## src/rtl/pfs_sub4_pkg.sv

```systemverilog
// pfs_pkg: shared definitions for the pipelined ripple-borrow subtractor.
//   WIDTH      default operand width, which is also the pipeline depth
//   operand_t  WIDTH-bit operand vector
//   stage_t    per-stage pipeline record
//   stage_clear() returns an all-zero stage record, used for reset
// Optional feature macro used by the top: PFS_SUB4_OVF_EN (no effect here).
package pfs_pkg;

  localparam int WIDTH = 4;

  typedef logic [WIDTH-1:0] operand_t;

  // One pipeline slot. a_rem/b_rem shift right by one bit per stage, so the
  // bit a stage works on is always at index 0.
  typedef struct packed {
    logic     valid;
    operand_t a_rem;
    operand_t b_rem;
    operand_t diff_acc;
    operand_t borrow_acc;
    logic     bi;
  } stage_t;

  function automatic stage_t stage_clear();
    stage_t s;
    s.valid      = 1'b0;
    s.a_rem      = {WIDTH{1'b0}};
    s.b_rem      = {WIDTH{1'b0}};
    s.diff_acc   = {WIDTH{1'b0}};
    s.borrow_acc = {WIDTH{1'b0}};
    s.bi         = 1'b0;
    return s;
  endfunction

endpackage

```

## src/rtl/pfs_sub4_full_sub_cell.sv

```systemverilog
// full_sub_cell: combinational 1-bit full subtractor.
//   i_a   minuend bit
//   i_b   subtrahend bit
//   i_bi  borrow-in
//   o_d   difference bit  = a ^ b ^ bi
//   o_bo  borrow-out      = (~a & b) | (~(a ^ b) & bi)
module full_sub_cell (
  input  logic i_a,
  input  logic i_b,
  input  logic i_bi,
  output logic o_d,
  output logic o_bo
);

  logic w_axb;

  assign w_axb = i_a ^ i_b;
  assign o_d   = w_axb ^ i_bi;
  assign o_bo  = (~i_a & i_b) | (~w_axb & i_bi);

endmodule

```

## src/rtl/pfs_sub4.sv

```systemverilog
// pfs_sub4: pipelined ripple-borrow subtractor, diff = a - b - bin, one bit
// resolved per pipeline stage, valid/ready flow control on both sides.
// Ports:
//   clk        rising-edge clock
//   rst        asynchronous reset, active-low
//   in_valid   operand beat present
//   in_ready   stage 0 can accept a beat (combinational from valid bits and
//              out_ready only)
//   a, b, bin  minuend, subtrahend, borrow-in
//   out_valid  result beat present
//   out_ready  sink accepts the result
//   diff       a - b - bin modulo 2^WIDTH
//   borrow     per-bit borrow-out, borrow[WIDTH-1] is the final borrow
//   ovf        (only with PFS_SUB4_OVF_EN) signed two's-complement overflow,
//              aligned with diff
// Configuration macro: PFS_SUB4_OVF_EN adds the ovf port and its register.
// The stage record width comes from pfs_pkg::WIDTH, so WIDTH is expected to
// stay equal to the package value.
module pfs_sub4 #(
  parameter int WIDTH = pfs_pkg::WIDTH
) (
  input  logic             clk,
  input  logic             rst,
  input  logic             in_valid,
  output logic             in_ready,
  input  logic [WIDTH-1:0] a,
  input  logic [WIDTH-1:0] b,
  input  logic             bin,
  output logic             out_valid,
  input  logic             out_ready,
  output logic [WIDTH-1:0] diff,
  output logic [WIDTH-1:0] borrow
`ifdef PFS_SUB4_OVF_EN
  ,
  output logic             ovf
`endif
);

  import pfs_pkg::*;

  stage_t           r_stage [WIDTH];
  stage_t           w_src   [WIDTH];
  stage_t           w_nxt   [WIDTH];
  logic [WIDTH-1:0] w_valid;
  logic [WIDTH-1:0] w_ready;
  logic [WIDTH-1:0] w_cell_a;
  logic [WIDTH-1:0] w_cell_b;
  logic [WIDTH-1:0] w_cell_bi;
  logic [WIDTH-1:0] w_d;
  logic [WIDTH-1:0] w_bo;
  logic             w_unused_tail;

  // Gather stage valid bits into a vector for the ready computation.
  always_comb begin
    w_valid = {WIDTH{1'b0}};
    for (int k = 0; k < WIDTH; k++) begin
      w_valid[k] = r_stage[k].valid;
    end
  end

  // Stage k may load when it is empty, or when every stage from k to the
  // output is full and the sink takes the head: i.e. some stage at or
  // downstream of k is empty, or out_ready. Written as a flat reduction
  // rather than a ripple so that in_ready drops only when the whole pipe is
  // full and stalled, and upstream bubbles compress.
  always_comb begin
    w_ready = {WIDTH{1'b0}};
    for (int k = 0; k < WIDTH; k++) begin
      w_ready[k] = out_ready | ~(&(w_valid | ~({WIDTH{1'b1}} << k)));
    end
  end

  assign in_ready = w_ready[0];

  // Select each stage's source record and present its current bit to the cell.
  always_comb begin
    for (int k = 0; k < WIDTH; k++) begin
      if (k == 0) begin
        w_src[k].valid      = in_valid;
        w_src[k].a_rem      = a;
        w_src[k].b_rem      = b;
        w_src[k].diff_acc   = {WIDTH{1'b0}};
        w_src[k].borrow_acc = {WIDTH{1'b0}};
        w_src[k].bi         = bin;
      end else begin
        w_src[k] = r_stage[k-1];
      end
      w_cell_a[k]  = w_src[k].a_rem[0];
      w_cell_b[k]  = w_src[k].b_rem[0];
      w_cell_bi[k] = w_src[k].bi;
    end
  end

  for (genvar k = 0; k < WIDTH; k++) begin : g_cell
    full_sub_cell u_cell (
      .i_a  (w_cell_a[k]),
      .i_b  (w_cell_b[k]),
      .i_bi (w_cell_bi[k]),
      .o_d  (w_d[k]),
      .o_bo (w_bo[k])
    );
  end

  // Build each stage's next record: consume one operand bit, deposit bit k.
  always_comb begin
    for (int k = 0; k < WIDTH; k++) begin
      w_nxt[k].valid         = w_src[k].valid;
      w_nxt[k].a_rem         = w_src[k].a_rem >> 1;
      w_nxt[k].b_rem         = w_src[k].b_rem >> 1;
      w_nxt[k].diff_acc      = w_src[k].diff_acc;
      w_nxt[k].diff_acc[k]   = w_d[k];
      w_nxt[k].borrow_acc    = w_src[k].borrow_acc;
      w_nxt[k].borrow_acc[k] = w_bo[k];
      w_nxt[k].bi            = w_bo[k];
    end
  end

  // Stage registers: a loading stage takes a valid source record, or becomes
  // a bubble while keeping its old data.
  always_ff @(posedge clk or negedge rst) begin
    if (!rst) begin
      for (int k = 0; k < WIDTH; k++) begin
        r_stage[k] <= stage_clear();
      end
    end else begin
      for (int k = 0; k < WIDTH; k++) begin
        if (w_ready[k]) begin
          if (w_src[k].valid) begin
            r_stage[k] <= w_nxt[k];
          end else begin
            r_stage[k].valid <= 1'b0;
          end
        end
      end
    end
  end

  assign out_valid = r_stage[WIDTH-1].valid;
  assign diff      = r_stage[WIDTH-1].diff_acc;
  assign borrow    = r_stage[WIDTH-1].borrow_acc;

  // The last stage's leftover operand bits and running borrow are not needed.
  assign w_unused_tail = ^{r_stage[WIDTH-1].a_rem, r_stage[WIDTH-1].b_rem,
                           r_stage[WIDTH-1].bi};

`ifdef PFS_SUB4_OVF_EN
  logic r_ovf;

  // Overflow is formed where the sign bits reach the last cell, so it loads
  // in lockstep with diff.
  always_ff @(posedge clk or negedge rst) begin
    if (!rst) begin
      r_ovf <= 1'b0;
    end else if (w_ready[WIDTH-1] && w_src[WIDTH-1].valid) begin
      r_ovf <= (w_cell_a[WIDTH-1] ^ w_cell_b[WIDTH-1]) &
               (w_cell_a[WIDTH-1] ^ w_d[WIDTH-1]);
    end
  end

  assign ovf = r_ovf;
`endif

endmodule

```

## config.mk

```make
export PLATFORM = sky130hd
export DESIGN_NAME = pfs_sub4
export DESIGN_NICKNAME = d
export VERILOG_FILES = /design/src/rtl/pfs_sub4_pkg.sv /design/src/rtl/pfs_sub4_full_sub_cell.sv /design/src/rtl/pfs_sub4.sv
export SDC_FILE = /design/constraint.sdc
export NUM_CORES = 1
export LEC_CHECK = 0
export ABC_AREA = 1
export BUFFER_PORTS_ARGS = -buffer_cell sky130_fd_sc_hd__buf_4
export CAP_MARGIN = 20
export CORE_MARGIN = 1.5
export CORE_UTILIZATION = 50
export CTS_CLUSTER_DIAMETER = 80
export DETAILED_ROUTE_END_ITERATION = 6
export HOLD_SLACK_MARGIN = 0.08
export PLACE_DENSITY_LB_ADDON = 0.05
export SETUP_SLACK_MARGIN = 0.05
export SYNTH_ARGS = -nofsm -noshare
export SYNTH_HDL_FRONTEND = slang
export SYNTH_SLANG_ARGS = --single-unit
export TNS_END_PERCENT = 30
```

## constraint.sdc

```tcl
create_clock -name clk -period 1.5 [get_ports clk]
set_input_delay 0.075 -clock clk [delete_from_list [all_inputs] [get_ports clk]]
set_output_delay 0.075 -clock clk [all_outputs]
set_load 0.05 [all_outputs]
```

==> flow_results.xml, run 1 <==
<?xml version="1.0" encoding="UTF-8"?>
<metrics>
  <group name="pwr">
    <metric name="cell_int_power" unit="mW">2.31</metric>
    <metric name="comb_power_share" unit="%">40.2</metric>
    <metric name="worst_ir_drop_vdd" unit="mV">0.773</metric>
    <metric name="clockPowerShare" unit="%">19.7</metric>
    <metric name="net_switching_power" unit="mW">1.52</metric>
    <metric name="leakagePower" unit="nW">1.08</metric>
    <metric name="switching_share" unit="%">39.7</metric>
    <metric name="powerDensity" unit="mW/mm2">1870</metric>
    <metric name="fraction_of_power_consumed_by_sequential_logic" unit="%">40.1</metric>
  </group>
  <group name="grt">
    <metric name="groute.usage.overall" unit="%">17.3</metric>
    <metric name="number_of_antenna_violations_at_the_first_check_in_global_routing" unit="">0</metric>
    <metric name="largest_net_degree_at_the_start_of_global_routing" unit="">37</metric>
    <metric name="first_global_vias" unit="">1091</metric>
    <metric name="grt_pass1_wl" unit="um">4640</metric>
    <metric name="grt.overflow.total" unit="">0</metric>
  </group>
  <group name="timing">
    <metric name="maxClockFrequency" unit="GHz">0.735</metric>
    <metric name="timing.final.crit_period" unit="ns">1.36</metric>
    <metric name="hold_viol" unit="">0</metric>
    <metric name="worst_slew_margin_rel" unit="%">70.5</metric>
    <metric name="finalSetupViolations" unit="">0</metric>
    <metric name="tightest_slew" unit="ns">0.443</metric>
    <metric name="timing_max_transition_violations_final" unit="">0</metric>
    <metric name="worst_clock_skew" unit="ns">0.00542</metric>
    <metric name="final.hold.worst_slack" unit="ns">0.149</metric>
    <metric name="final_critical_path_setup_slack" unit="ns">0.140</metric>
    <metric name="timing.final.crit_share" unit="%">90.7</metric>
    <metric name="grt_setup_unrepaired" unit="">false</metric>
    <metric name="setup_tns" unit="ns">0</metric>
  </group>
  <group name="synthesis">
    <metric name="warnings_synthesis" unit="">0</metric>
    <metric name="synth.mux.area_fraction" unit="%">0</metric>
    <metric name="yosys.cell_types.count" unit="">16</metric>
    <metric name="cell_types_occupying_the_most_area_after_synthesis" unit="">sky130_fd_sc_hd__dfrtp_1 53%, sky130_fd_sc_hd__nand2_1 13%, sky130_fd_sc_hd__nand3_1 5.9%</metric>
    <metric name="synth.cell_area" unit="mm2">0.00171</metric>
    <metric name="synthCells" unit="">174</metric>
    <metric name="combinational_family_with_the_most_area_after_synthesis" unit="">simple AND/OR/NAND/NOR gates</metric>
    <metric name="post_synth_and_or_nand_nor_area_fraction" unit="%">32.0</metric>
    <metric name="synth-seq-cells" unit="">36</metric>
    <metric name="synth_top_area_share" unit="%">52.7</metric>
    <metric name="fraction_of_the_mapped_netlist_area_in_adder_cells" unit="%">4.69</metric>
    <metric name="synth-seq-area-share" unit="%">52.7</metric>
    <metric name="synth.net_count" unit="">191</metric>
    <metric name="synthesis.area_per_instance" unit="um2">9.82</metric>
    <metric name="synth-xor-area-share" unit="%">0</metric>
    <metric name="synth_area_leader_cell" unit="">sky130_fd_sc_hd__dfrtp_1</metric>
    <metric name="synth_compound_area_share" unit="%">1.17</metric>
  </group>
  <group name="layout">
    <metric name="areaGrowthSynthToFinish" unit="%">19.8</metric>
    <metric name="num-nets-final" unit="">219</metric>
    <metric name="layoutNonFillerInstCount" unit="">249</metric>
    <metric name="nFillCells" unit="">298</metric>
    <metric name="final_standard_cell_utilization_of_the_core" unit="%">61.8</metric>
    <metric name="top_library_cells_by_usage_in_the_layout_fill_and_taps_aside" unit="">59 x sky130_fd_sc_hd__nand2_1, 33 x sky130_fd_sc_hd__dfrtp_1, 26 x sky130_fd_sc_hd__buf_4, 20 x sky130_fd_sc_hd__nand3_1, 11 x sky130_fd_sc_hd__inv_1</metric>
    <metric name="drive_gt1_share" unit="%">31.0</metric>
    <metric name="layout_commonest_cell" unit="">sky130_fd_sc_hd__nand2_1</metric>
    <metric name="diodes" unit="">0</metric>
  </group>
  <group name="cts">
    <metric name="clock_path_buffers" unit="">2</metric>
    <metric name="clkSinkCount" unit="">36</metric>
    <metric name="cts_buffers" unit="">5</metric>
    <metric name="ctsHtreeMaxLevel" unit="">2</metric>
    <metric name="clk_latency" unit="ns">0.34</metric>
    <metric name="cts-root-buf" unit="">sky130_fd_sc_hd__clkbuf_4</metric>
    <metric name="tritoncts_clock_tree" unit="">done</metric>
    <metric name="clk_pin_slew" unit="ns">0.10</metric>
  </group>
  <group name="setup_path">
    <metric name="worstPathMaxFanout" unit="">11</metric>
    <metric name="setup.worst_path.class" unit="">in -&gt; out</metric>
    <metric name="cell_with_the_largest_stage_delay_on_the_worst_path" unit="">sky130_fd_sc_hd__dlygate4sd3_1</metric>
    <metric name="crit_path_cell_trace" unit="">dlygate4sd3_1 &gt; buf_4 &gt; nor2_4 &gt; nand2_4 &gt; buf_6</metric>
    <metric name="critPathTopFamily" unit="">buffers and inverters</metric>
    <metric name="setup.worst_path.start_class" unit="">input port</metric>
    <metric name="max_incr_delay_on_cp" unit="ns">0.54</metric>
    <metric name="critical_path_arrival" unit="ns">1.28</metric>
    <metric name="bufs_and_invs_on_worst_path" unit="">3</metric>
    <metric name="required" unit="ns">1.42</metric>
    <metric name="crit_path_end_kind" unit="">output pin</metric>
  </group>
  <group name="detailed_routing">
    <metric name="detail-route-antenna-nets" unit="">0</metric>
    <metric name="drt_drc_violations_left" unit="">0</metric>
    <metric name="wirelength" unit="um">2670</metric>
    <metric name="via_per_inst" unit="">4.61</metric>
    <metric name="drt_pre_antenna_iters" unit="">4</metric>
    <metric name="wire_per_inst" unit="um">10.7</metric>
    <metric name="first_iter_violations" unit="">34</metric>
    <metric name="route.vias.total" unit="">1149</metric>
  </group>
  <group name="floorplan">
    <metric name="num_io_pins" unit="">23</metric>
    <metric name="die_area" unit="mm2">0.00378</metric>
    <metric name="std_cell_rows" unit="">21</metric>
    <metric name="floorplan.core_area" unit="mm2">0.00331</metric>
    <metric name="initial_utilization" unit="%">51.6</metric>
    <metric name="dieWidth" unit="um">61.4</metric>
    <metric name="chipHeight" unit="um">61.4</metric>
  </group>
  <group name="job">
    <metric name="cap_violations" unit="">0</metric>
  </group>
  <group name="place">
    <metric name="place.port_buffers" unit="">22</metric>
    <metric name="placement.setup.worst_slack" unit="ns">0.243</metric>
    <metric name="routabilityCongestion" unit="">0.783</metric>
    <metric name="number_of_placed_instances_taps_included" unit="">228</metric>
    <metric name="detailed_place_hpwl" unit="um">1920</metric>
  </group>
  <group name="worst_hold_path">
    <metric name="worstHoldPathType" unit="">in -&gt; reg</metric>
  </group>
  <group name="status">
    <metric name="status" unit="">finished, final reports clean</metric>
  </group>
</metrics>
## power groups by stage
stage | Combinational (mW) | Sequential (mW) | Clock [mW]
2_1_floorplan | 1.26 | 1.55 | 0
3_3_place_gp | 1.40 | 1.60 | 0
3_5_place_dp | 1.41 | 1.61 | 0
4_1_cts | 1.53 | 1.55 | 0.771
5_1_grt | 1.73 | 1.58 | 0.818
6_report | 1.54 | 1.53 | 0.755
## stage by stage
step | area [um2] | total power [mW]
after floorplan | 1710 | 2.81
after global placement | 1820 | 3.00
after detailed placement | 1820 | 3.01
after CTS | 2030 | 3.85
after global routing | 2050 | 4.12
final | 2050 | 3.83
## cell type report
cell class	instances	area, um2	area share (%)
clock buffer	7	65.1	3.18
tap	46	57.6	2.81
multi-input combinational	111	647	31.6
inverter	12	45.0	2.20
clock inverter	1	30.0	1.47
sequential	36	905	44.2
timing repair buffer	36	297	14.5
## worst min-delay path: cells and delay by family
| family | cells | cell delay (ns) |
|---|---|---|
| adder cells (fa/ha/maj) | 1 | 0.17 |
| buffers and inverters | 1 | 0.09 |
| AND/OR/NAND/NOR | 2 | 0.13 |
## routing by layer
metal	share of wire, %	vias up	track usage (%)
met5	0	-	0
met4	1.0	0	9.73
met3	5.4	4	3.99
met2	53	30	30.5
met1	41	522	19.0
li1	-	593	-
## final timing paths
check                                 startpoint                 endpoint  slack (ns)  cells past startpoint
max                                    out_ready                 in_ready        0.14                      5
min                                         a[0]  r_stage[59]$_DFFE_PN0P_        0.15                      4
max reg2reg                out_valid$_DFFE_PN0P_    borrow[3]$_DFFE_PN0P_        0.26                      5
min reg2reg                borrow[1]$_DFFE_PN0P_    borrow[1]$_DFFE_PN0P_        0.48                      2
max in group asynchronous                    rst  r_stage[53]$_DFFE_PN0P_        0.93                      2
min in group asynchronous                    rst    borrow[2]$_DFFE_PN0P_        0.22                      2
## sequential cells by signal, summed over array words and instances (netlist names)
register	cells
r_stage	27
borrow	4
diff	4
out_valid	1
## cell families after synthesis
| kind of cell | Yosys count |
|---|---|
| fa+ha+maj | 4 |
| flops | 36 |
| buf+inv | 27 |
| simple gates | 103 |
| compound gates | 4 |
## what timing repair did
action,4_1_cts,5_1_grt
hold buffers,9,0
setup buffers,2,2
endpoints found under the setup margin,1,1
hold endpoints to repair,45,0
gates resized for setup,4,0
## synth_stat cells
master,n
sky130_fd_sc_hd__nand2_4,3
sky130_fd_sc_hd__nand2_1,59
sky130_fd_sc_hd__nand3_2,8
sky130_fd_sc_hd__nand3_1,20
sky130_fd_sc_hd__nand3_4,1
sky130_fd_sc_hd__o21ai_1,4
sky130_fd_sc_hd__nand2_2,10
sky130_fd_sc_hd__inv_2,1
sky130_fd_sc_hd__buf_6,2
sky130_fd_sc_hd__buf_4,11
sky130_fd_sc_hd__fa_1,4
sky130_fd_sc_hd__dfrtp_1,36
sky130_fd_sc_hd__buf_2,2
sky130_fd_sc_hd__nand2_8,1
sky130_fd_sc_hd__nor2_4,1
sky130_fd_sc_hd__inv_1,11
(Power assumes the default switching activity.)
==> inputs of run 2 (changes only) <==
--- a/config.mk
+++ b/config.mk
@@ -10,6 +10,7 @@
 export CAP_MARGIN = 20
 export CORE_MARGIN = 1.5
 export CORE_UTILIZATION = 50
+export CTS_BUF_LIST = sky130_fd_sc_hd__clkbuf_16
 export CTS_CLUSTER_DIAMETER = 80
 export DETAILED_ROUTE_END_ITERATION = 6
 export HOLD_SLACK_MARGIN = 0.08
@@ -17,5 +18,6 @@
 export SETUP_SLACK_MARGIN = 0.05
 export SYNTH_ARGS = -nofsm -noshare
 export SYNTH_HDL_FRONTEND = slang
+export SYNTH_HIERARCHICAL = 1
 export SYNTH_SLANG_ARGS = --single-unit
 export TNS_END_PERCENT = 30
==> run 2 against run 1 <==
Total power rose by 8.6%. Routed wire length fell by 1.5%. Global-route usage shrank 0.20 points. Worst setup slack gained 0.025 ns. Sequential power about the same. Critical path type is now reg -> out.
==> flow_results.xml, run 2 <==
<?xml version="1.0" encoding="UTF-8"?>
<metrics>
  <group name="pwr">
    <metric name="powerDensity" unit="mW/mm2">2010</metric>
    <metric name="clockPowerShare" unit="%">27.3</metric>
    <metric name="comb_power_share" unit="%">35.9</metric>
    <metric name="leakagePower" unit="nW">1.15</metric>
    <metric name="net_switching_power" unit="mW">1.55</metric>
    <metric name="cell_int_power" unit="mW">2.60</metric>
    <metric name="switching_share" unit="%">37.3</metric>
    <metric name="worst_ir_drop_vdd" unit="mV">0.840</metric>
    <metric name="fin_total_pwr" unit="mW">4.15</metric>
    <metric name="fraction_of_power_consumed_by_sequential_logic" unit="%">36.8</metric>
  </group>
  <group name="status">
    <metric name="status" unit="">finished, final reports clean</metric>
  </group>
  <group name="floorplan">
    <metric name="chipHeight" unit="um">61.0</metric>
    <metric name="dieWidth" unit="um">61.0</metric>
    <metric name="floorplan.core_area" unit="mm2">0.00313</metric>
    <metric name="std_cell_rows" unit="">20</metric>
    <metric name="die_area" unit="mm2">0.00372</metric>
    <metric name="initial_utilization" unit="%">53.7</metric>
    <metric name="num_io_pins" unit="">23</metric>
  </group>
  <group name="job">
    <metric name="cap_violations" unit="">0</metric>
  </group>
  <group name="synthesis">
    <metric name="yosysMostFrequentCell" unit="">sky130_fd_sc_hd__nand2_1</metric>
    <metric name="synth_edf_count" unit="">0</metric>
    <metric name="synth.net_count" unit="">195</metric>
    <metric name="synth-seq-area-share" unit="%">53.6</metric>
    <metric name="synth_top_area_share" unit="%">53.6</metric>
    <metric name="synthCells" unit="">178</metric>
    <metric name="synthesis.area_per_instance" unit="um2">9.44</metric>
    <metric name="synth-seq-cells" unit="">36</metric>
    <metric name="synthArstFlopShare" unit="%">100</metric>
    <metric name="cell_types_occupying_the_most_area_after_synthesis" unit="">sky130_fd_sc_hd__dfrtp_1 54%, sky130_fd_sc_hd__nand2_1 15%, sky130_fd_sc_hd__nand3_1 7.1%</metric>
    <metric name="synth_area_leader_cell" unit="">sky130_fd_sc_hd__dfrtp_1</metric>
    <metric name="warnings_synthesis" unit="">6</metric>
    <metric name="yosys.cell_types.count" unit="">13</metric>
    <metric name="synth-main-ff-cell" unit="">sky130_fd_sc_hd__dfrtp_1</metric>
    <metric name="synth.cell_area" unit="mm2">0.00168</metric>
    <metric name="synth.top_cells.by_count" unit="">69 x sky130_fd_sc_hd__nand2_1, 36 x sky130_fd_sc_hd__dfrtp_1, 24 x sky130_fd_sc_hd__nand3_1</metric>
  </group>
  <group name="cts">
    <metric name="cts_post_setup_buffers_inserted" unit="">0</metric>
    <metric name="clock_path_buffers" unit="">2</metric>
    <metric name="ctsHtreeMaxLevel" unit="">2</metric>
    <metric name="clk_latency" unit="ns">0.27</metric>
    <metric name="clk_pin_slew" unit="ns">0.05</metric>
    <metric name="cts_buffers" unit="">5</metric>
    <metric name="tritoncts_clock_tree" unit="">done</metric>
    <metric name="clkSinkCount" unit="">36</metric>
    <metric name="cts-root-buf" unit="">sky130_fd_sc_hd__clkbuf_16</metric>
  </group>
  <group name="setup_path">
    <metric name="required" unit="ns">1.42</metric>
    <metric name="setup.worst_path.class" unit="">reg -&gt; out</metric>
    <metric name="setup.worst_path.start_class" unit="">flip-flop</metric>
    <metric name="critical_path_arrival" unit="ns">1.26</metric>
    <metric name="worstPathMaxFanout" unit="">11</metric>
    <metric name="crit_path_cell_trace" unit="">nand2_4 &gt; nor2_8 &gt; nand2_4 &gt; buf_4</metric>
    <metric name="crit_path_end_kind" unit="">output pin</metric>
    <metric name="crit_top_cell" unit="">sky130_fd_sc_hd__nand2_4</metric>
    <metric name="cell_with_the_largest_stage_delay_on_the_worst_path" unit="">sky130_fd_sc_hd__dfrtp_1</metric>
    <metric name="max_incr_delay_on_cp" unit="ns">0.41</metric>
  </group>
  <group name="detailed_routing">
    <metric name="route.vias.total" unit="">1168</metric>
    <metric name="first_iter_violations" unit="">34</metric>
    <metric name="drt_pre_antenna_iters" unit="">5</metric>
    <metric name="wirelength" unit="um">2630</metric>
    <metric name="wire_per_inst" unit="um">10.6</metric>
    <metric name="drt_drc_violations_left" unit="">0</metric>
    <metric name="detail-route-antenna-nets" unit="">0</metric>
    <metric name="via_per_inst" unit="">4.69</metric>
  </group>
  <group name="grt">
    <metric name="grt_pass1_wl" unit="um">4550</metric>
    <metric name="number_of_antenna_violations_at_the_first_check_in_global_routing" unit="">0</metric>
    <metric name="first_global_vias" unit="">1130</metric>
    <metric name="groute.usage.overall" unit="%">17.1</metric>
    <metric name="largest_net_degree_at_the_start_of_global_routing" unit="">37</metric>
    <metric name="grt.overflow.total" unit="">0</metric>
  </group>
  <group name="timing">
    <metric name="timing_max_transition_violations_final" unit="">0</metric>
    <metric name="tightest_slew" unit="ns">0.447</metric>
    <metric name="worst_clock_skew" unit="ns">0.00542</metric>
    <metric name="timing.final.crit_share" unit="%">89.0</metric>
    <metric name="timing.final.crit_period" unit="ns">1.33</metric>
    <metric name="hold_viol" unit="">0</metric>
    <metric name="grt_setup_unrepaired" unit="">false</metric>
    <metric name="maxClockFrequency" unit="GHz">0.749</metric>
    <metric name="finalSetupViolations" unit="">0</metric>
    <metric name="setup_tns" unit="ns">0</metric>
    <metric name="worst_slew_margin_rel" unit="%">70.2</metric>
  </group>
  <group name="layout">
    <metric name="final_standard_cell_utilization_of_the_core" unit="%">66.1</metric>
    <metric name="areaGrowthSynthToFinish" unit="%">23.1</metric>
    <metric name="largest_register_ffs" unit="">27</metric>
    <metric name="layout_commonest_cell" unit="">sky130_fd_sc_hd__nand2_1</metric>
    <metric name="diodes" unit="">0</metric>
    <metric name="num-nets-final" unit="">221</metric>
    <metric name="drive_gt1_share" unit="%">24.4</metric>
    <metric name="nFillCells" unit="">268</metric>
    <metric name="top_library_cells_by_usage_in_the_layout_fill_and_taps_aside" unit="">69 x sky130_fd_sc_hd__nand2_1, 36 x sky130_fd_sc_hd__dfrtp_1, 25 x sky130_fd_sc_hd__buf_4, 24 x sky130_fd_sc_hd__nand3_1, 15 x sky130_fd_sc_hd__inv_1</metric>
    <metric name="largest_register" unit="">r_stage</metric>
  </group>
  <group name="place">
    <metric name="routabilityCongestion" unit="">0.710</metric>
    <metric name="place.port_buffers" unit="">22</metric>
    <metric name="detailed_place_hpwl" unit="um">1890</metric>
  </group>
  <group name="worst_hold_path">
    <metric name="worstHoldPathType" unit="">in -&gt; reg</metric>
  </group>
</metrics>
[run 2: what timing repair did]
| item | 4_1_cts | 5_1_grt |
|---|---|---|
| gates resized for setup | 0 | 1 |
| hold buffers | 7 | 0 |
| endpoints found under the setup margin | 0 | 1 |
| endpoints found under the hold margin | 42 | 0 |
[run 2: kinds of logic (layout without fill, tap and decap cells)]
| group | Yosys count | after routing | synth area share (%) |
|---|---|---|---|
| and+or+nand+nor | 110 | 110 | 32.7 |
| DFF | 36 | 36 | 53.6 |
| buffers and inverters | 28 | 55 | 8.93 |
| adders and majority gates | 4 | 4 | 4.77 |
[run 2: cell type report]
cell class	instances	area, um2	share of cell area [%]
Clock buffer	5	125	6.05
Inverter	15	56.3	2.72
Multi-Input combinational cell	114	634	30.7
Clock inverter	3	38.8	1.88
Tap cell	44	55.1	2.66
Timing Repair Buffer	32	258	12.5
Sequential cell	36	901	43.6
[run 2: worst max-delay path: cells and delay by family, from the launching register on]
kind / cells / cell delay (ns)
flops: 1 / 0.41
buf+inv: 1 / 0.22
simple gates: 3 / 0.34
[run 2: path summary, 6_finish.rpt]
check,startpoint,to,slack (ns),cells past startpoint
max,out_valid$_DFFE_PN0P_,in_ready,0.17,4
min in group asynchronous,rst,diff[0]$_DFFE_PN0P_,0.30,2
min,in_valid,r_stage[64]$_DFFE_PN0P_,0.12,3
max reg2reg,r_stage[49]$_DFFE_PN0P_,r_stage[25]$_DFFE_PN0P_,0.36,3
max in group asynchronous,rst,r_stage[59]$_DFFE_PN0P_,0.88,2
min reg2reg,borrow[3]$_DFFE_PN0P_,borrow[3]$_DFFE_PN0P_,0.47,2
[run 2: through the flow]
stage	hold WS [ns]	setup slack, ns	std cells	area (um2)
3_3_place_gp	0.0470	0.301	234	1830
3_5_place_dp	0.0532	0.250	234	1830
4_1_cts	0.120	0.0641	249	2060
5_1_grt	0.130	0.103	249	2070
2_1_floorplan	-0.221	0.111	178	1680
6_report	0.118	0.165	249	2070
[run 2: layer usage]
metal / wire length [um] / vias to the layer above / share of wire [%] / global-route usage, %
li1: - / 595 / - / -
met1: 1060 / 542 / 40 / 17.0
met2: 1410 / 27 / 54 / 32.4
met3: 125 / 4 / 4.7 / 5.12
met4: 36 / 0 / 1.4 / 7.45
met5: 0 / - / 0 / 0
[run 2: power by group through the flow]
stage,logic [mW],clock network [mW],registers [mW]
finish,1.49,1.14,1.53
global route,1.69,1.20,1.57
CTS,1.52,1.14,1.53
detailed placement,1.50,0,1.54
global placement,1.46,0,1.53
floorplan,1.24,0,1.53
